--- config.mk ---
export PLATFORM = sky130hd
export DESIGN_NAME = resp_analyzer
export DESIGN_NICKNAME = d
export VERILOG_FILES = /design/src/rtl/resp_analyzer_pkg.sv /design/src/rtl/misr_step.sv /design/src/rtl/resp_analyzer.sv
export SDC_FILE = /design/constraint.sdc
export NUM_CORES = 1
export LEC_CHECK = 0
export ABC_AREA = 1
export CAP_MARGIN = 25
export CORE_ASPECT_RATIO = 1.2
export CORE_MARGIN = 1.5
export CORE_UTILIZATION = 52
export CTS_BUF_LIST = sky130_fd_sc_hd__clkbuf_8
export CTS_CLUSTER_SIZE = 16
export DETAILED_ROUTE_END_ITERATION = 6
export GPL_TIMING_DRIVEN = 1
export PLACE_DENSITY = 0.86
export SETUP_SLACK_MARGIN = 0.5
export SYNTH_ARGS = -nofsm -noshare
export SYNTH_HDL_FRONTEND = slang
export SYNTH_SLANG_ARGS = --single-unit
--- constraint.sdc ---
create_clock -name clk -period 1.5 [get_ports clk]
set_clock_uncertainty 0.05 [all_clocks]
set_input_delay 0.15 -clock clk [delete_from_list [all_inputs] [get_ports clk]]
set_output_delay 0.15 -clock clk [all_outputs]
set_load 0.02 [all_outputs]
--- src/rtl/resp_analyzer_pkg.sv ---
// Shared types and default constants for the response analyzer (MISR compactor).
package resp_analyzer_pkg;

  typedef enum logic [1:0] {
    IDLE    = 2'd0,
    COLLECT = 2'd1,
    DONE    = 2'd2
  } state_t;

  localparam logic [15:0] DEFAULT_POLY = 16'h1021;
  localparam logic [15:0] DEFAULT_SEED = 16'hFFFF;

endpackage

--- src/rtl/misr_step.sv ---
// One combinational MISR step: shift left, fold the top bit through POLY, xor in the response.
module misr_step
  import resp_analyzer_pkg::*;
#(
  parameter int unsigned        SIG_W  = 16,
  parameter int unsigned        RESP_W = 2,
  parameter logic [SIG_W-1:0]   POLY   = SIG_W'(DEFAULT_POLY)
) (
  input  logic [SIG_W-1:0]  sig,
  input  logic [RESP_W-1:0] resp,
  output logic [SIG_W-1:0]  next_sig_c
);

  always_comb begin
    next_sig_c = {sig[SIG_W-2:0], 1'b0} ^ (sig[SIG_W-1] ? POLY : '0) ^ SIG_W'(resp);
  end

endmodule

--- src/rtl/resp_analyzer.sv ---
// Response analyzer: compacts N_PATTERNS response words into a MISR signature and
// compares the final signature against GOLDEN.
module resp_analyzer
  import resp_analyzer_pkg::*;
#(
  parameter int unsigned      RESP_W     = 2,
  parameter int unsigned      SIG_W      = 16,
  parameter logic [SIG_W-1:0] POLY       = SIG_W'(DEFAULT_POLY),
  parameter logic [SIG_W-1:0] SEED       = SIG_W'(DEFAULT_SEED),
  parameter int unsigned      N_PATTERNS = 16,
  parameter logic [SIG_W-1:0] GOLDEN     = '0
) (
  input  logic              clk,
  input  logic              rst_n,
  input  logic              iStart,
  input  logic              iValid,
  input  logic [RESP_W-1:0] iResp,
  output logic              oBusy,
  output logic              oDone,
  output logic              oPass,
  output logic [SIG_W-1:0]  oSignature,
  output logic [SIG_W-1:0]  oCount
);

  localparam logic [SIG_W-1:0] LAST_IDX = SIG_W'(N_PATTERNS - 1);

  state_t           state, state_d;
  logic [SIG_W-1:0] sig_d, count_d, step_c;
  logic             busy_d, done_d, pass_d;

  misr_step #(
    .SIG_W  (SIG_W),
    .RESP_W (RESP_W),
    .POLY   (POLY)
  ) u_misr_step (
    .sig        (oSignature),
    .resp       (iResp),
    .next_sig_c (step_c)
  );

  // State register
  always_ff @(posedge clk or negedge rst_n) begin
    if (!rst_n) state <= IDLE;
    else        state <= state_d;
  end

  // Next state and next output values; busy/done are decoded from the next state
  // so the flags line up with the registered state.
  always_comb begin
    state_d = state;
    sig_d   = oSignature;
    count_d = oCount;
    pass_d  = oPass;
    unique case (state)
      IDLE, DONE: begin
        if (iStart) begin
          state_d = COLLECT;
          sig_d   = SEED;
          count_d = '0;
          pass_d  = 1'b0;
        end
      end
      COLLECT: begin
        if (iValid) begin
          sig_d   = step_c;
          count_d = oCount + SIG_W'(1);
          if (oCount == LAST_IDX) begin
            state_d = DONE;
            pass_d  = (step_c == GOLDEN);
          end
        end
      end
      default: state_d = IDLE;
    endcase
    busy_d = (state_d == COLLECT);
    done_d = (state_d == DONE);
  end

  // Output registers
  always_ff @(posedge clk or negedge rst_n) begin
    if (!rst_n) begin
      oBusy      <= 1'b0;
      oDone      <= 1'b0;
      oPass      <= 1'b0;
      oSignature <= SEED;
      oCount     <= '0;
    end else begin
      oBusy      <= busy_d;
      oDone      <= done_d;
      oPass      <= pass_d;
      oSignature <= sig_d;
      oCount     <= count_d;
    end
  end

endmodule

==> results.sh <==
export IMPL_status="finished, violations left"
export IMPL_violations="DRC, setup timing"
export IMPL_fin_ws_ps=-119
export IMPL_hold_viol=0
export IMPL_peakVddDrop_v=0.00120
export IMPL_drive_gt1_share_pct=56.1
export IMPL_start_kind="register"
export IMPL_synthCells=228
export IMPL_clk_pin_slew_ps=90
export IMPL_layout_cells_non_filler=365
export IMPL_n_antenna_cell=0
export IMPL_grt_total_usage_pct=32.1
export IMPL_cts_buffers=5
export IMPL_rsz0062_at_grt="yes"
export IMPL_clk_latency_ps=310
export IMPL_cp_arrival_ps=1820
export IMPL_detail_route_antenna_nets=0
export IMPL_ctsHoldBuffers=0
export IMPL_cts_tree="done"
export IMPL_clock_root_buffer="clkbuf_8"
export IMPL_netlist_area_um2=1890
export IMPL_grt_max_degree=38
export IMPL_hp_class="input pin to async pin"
export IMPL_yosysUniqueCellTypes=27
export IMPL_cellLeakagePower_nw=1.54
export IMPL_cts_buffer_depth=2
export IMPL_coreArea_um2=3400
export IMPL_slew_viol_final=0
export IMPL_die_h_um=69.1
export IMPL_start_util_pct=55.7
export IMPL_final_net_count=334
export IMPL_die_area_um2=4010
export IMPL_holdWs_ps=163
export IMPL_synth_fp_nets=235
export IMPL_dp_cells=313
export IMPL_cp_end_kind="register"
export IMPL_critical_path_class="register to register"
export IMPL_fillers=85
export IMPL_max_cap_violations=0
export IMPL_wl_per_cell_um=23.1
export IMPL_setup_violations=9
export IMPL_vias=2328
export IMPL_clock_sinks=37
export IMPL_relSlewSlack_pct=82.2
export IMPL_cts_max_level=2
export IMPL_seq_area_frac_synth_pct=50.0
export IMPL_drt_wl_total_um=8420
export IMPL_ioPinCount=41
export IMPL_post_route_period_util_pct=108
export IMPL_grt_pass1_vias=2072
export IMPL_syn_avg_cell_area_um2=8.30
export IMPL_place_gp_congestion=0.833
export IMPL_drc=4
export IMPL_fin_area_um2=3250
export IMPL_r2r_slack_ps=-120
export IMPL_overflow=0
export IMPL_critPathMaxFanout=7
export IMPL_critical_path_required_ps=1700
export IMPL_ys_seq_elements=37
export IMPL_area_growth_pct=71.6
export IMPL_rows=23
export IMPL_fmax_mhz=618
export IMPL_port_buffers=40
export IMPL_dp_hpwl_um=3180
export IMPL_period_needed_ps=1620
export IMPL_p_per_area_nw_per_um2=1300
export IMPL_antenna_found_initial=0
export IMPL_viasPerCell=6.38
export IMPL_worstMarginPinSlew_ps=267
export IMPL_rr_worst_depth=9
export IMPL_die_x_um=58.1
export IMPL_firstDrtPassIters=7
export IMPL_grt_pass1_wl_um=9830
export IMPL_place_area_um2=2500
export IMPL_yosys_warnings=0
export IMPL_drtIter0Drc=308
-- cell usage after synthesis --
cell / count / area, um^2
a22o_1: 1 / 8.76
xnor2_1: 2 / 17.5
o21ai_0: 5 / 25.0
nor2_2: 1 / 6.26
or2_2: 1 / 6.26
buf_8: 1 / 15.0
inv_2: 2 / 7.51
nand2_4: 3 / 33.8
nand4_1: 5 / 31.3
a21oi_1: 8 / 40.0
nand2_2: 1 / 6.26
nor2_4: 4 / 45.0
nand2_1: 51 / 191
o22ai_1: 2 / 12.5
nand3_1: 15 / 75.1
a22oi_1: 13 / 97.6
inv_1: 32 / 120
buf_2: 1 / 5.00
nor2_1: 35 / 131
o31ai_1: 1 / 7.51
buf_4: 1 / 7.51
a41oi_1: 1 / 8.76
dfrtp_1: 21 / 526
dfstp_2: 16 / 420
ha_1: 1 / 12.5
nand3b_1: 1 / 7.51
xor2_1: 3 / 26.3
-- state kept, by name, indices dropped and copies added, names as in the netlist --
name	count
oPass	1
oCount	16
oDone	1
oSignature	16
oBusy	1
state	2
-- layout make-up --
| type | instances | area, um^2 | share of cell area, % |
|---|---|---|---|
| multi-input cells | 154 | 1070 | 32.8 |
| repair buffers | 95 | 947 | 29.2 |
| inverters | 34 | 140 | 4.32 |
| clock buffers | 5 | 68.8 | 2.12 |
| flip-flops and latches | 37 | 960 | 29.6 |
| clock inverters | 3 | 17.5 | 0.540 |
| well taps | 37 | 46.3 | 1.43 |
-- repair_timing --
item / 4_1_cts / 5_1_grt
endpoints found under the setup margin: 72 / 72
cloned: 1 / 0
resized for setup: 209 / 70
pin swaps: 10 / 18
setup buffers: 26 / 17
-- through the flow --
stage               setup TNS, ps  util [%]  power [mW]  setup WS [ps]
global route                -1080      95.6        4.30           -311
floorplan                       0         -        2.12            168
detailed placement           -173      73.7        2.64          -47.5
CTS                             0      85.3        3.63            137
global placement            -2.73      73.7        2.61          -2.73
finish                       -440      95.6        4.21           -119
-- critical path: stages, from the launching register on --
cell,delay [ps]
dfrtp_1,450
inv_2,130
nand2_4,70
nand2_4,90
nand2_8,100
nor2_4,230
nand3_2,170
nand2_1,120
nand2_1,50
nor2_1,90
-- cells in the final DEF, fill, tap and decap left out, drive strengths merged, types with 8 or more instances in the layout --
cell type / Yosys / final
a21oi: 8 / 8
nand2: 55 / 55
nand3: 15 / 15
nor2: 40 / 40
buf: 3 / 90
dfstp: 16 / 16
inv: 34 / 34
a22oi: 13 / 13
dfrtp: 21 / 21
-- power by group --
part / total, mW / switching [mW] / internal [mW]
registers: 1.51 / 0.258 / 1.26
logic: 1.97 / 1.02 / 0.944
clock network: 0.728 / 0.406 / 0.321
-- final timing paths --
| kind | start | endpoint |
|---|---|---|
| max | state[0] | oCount[12] |
| min | rst_n | oCount[9] |
| max reg2reg | state[0] | oCount[12] |
| min reg2reg | oSignature[11] | oSignature[11] |
| max in group asynchronous | rst_n | oSignature[12] |
| min in group clk | oSignature[11] | oSignature[11] |
-- cells by family after synthesis --
group	count (synthesis)	synth area share, %
fa+ha+maj	1	0.661
xor+xnor	5	2.32
flops	37	50.0
simple gates	117	28.2
compound gates	31	10.6
buf+inv	37	8.20
-- layer usage --
metal  track usage, %  part of all wire (%)
met1             34.6                    33
met2             54.4                    51
met3             7.88                   8.4
met4             20.2                   7.3
met5                0                     0
Power figures use the tool's default switching activity.
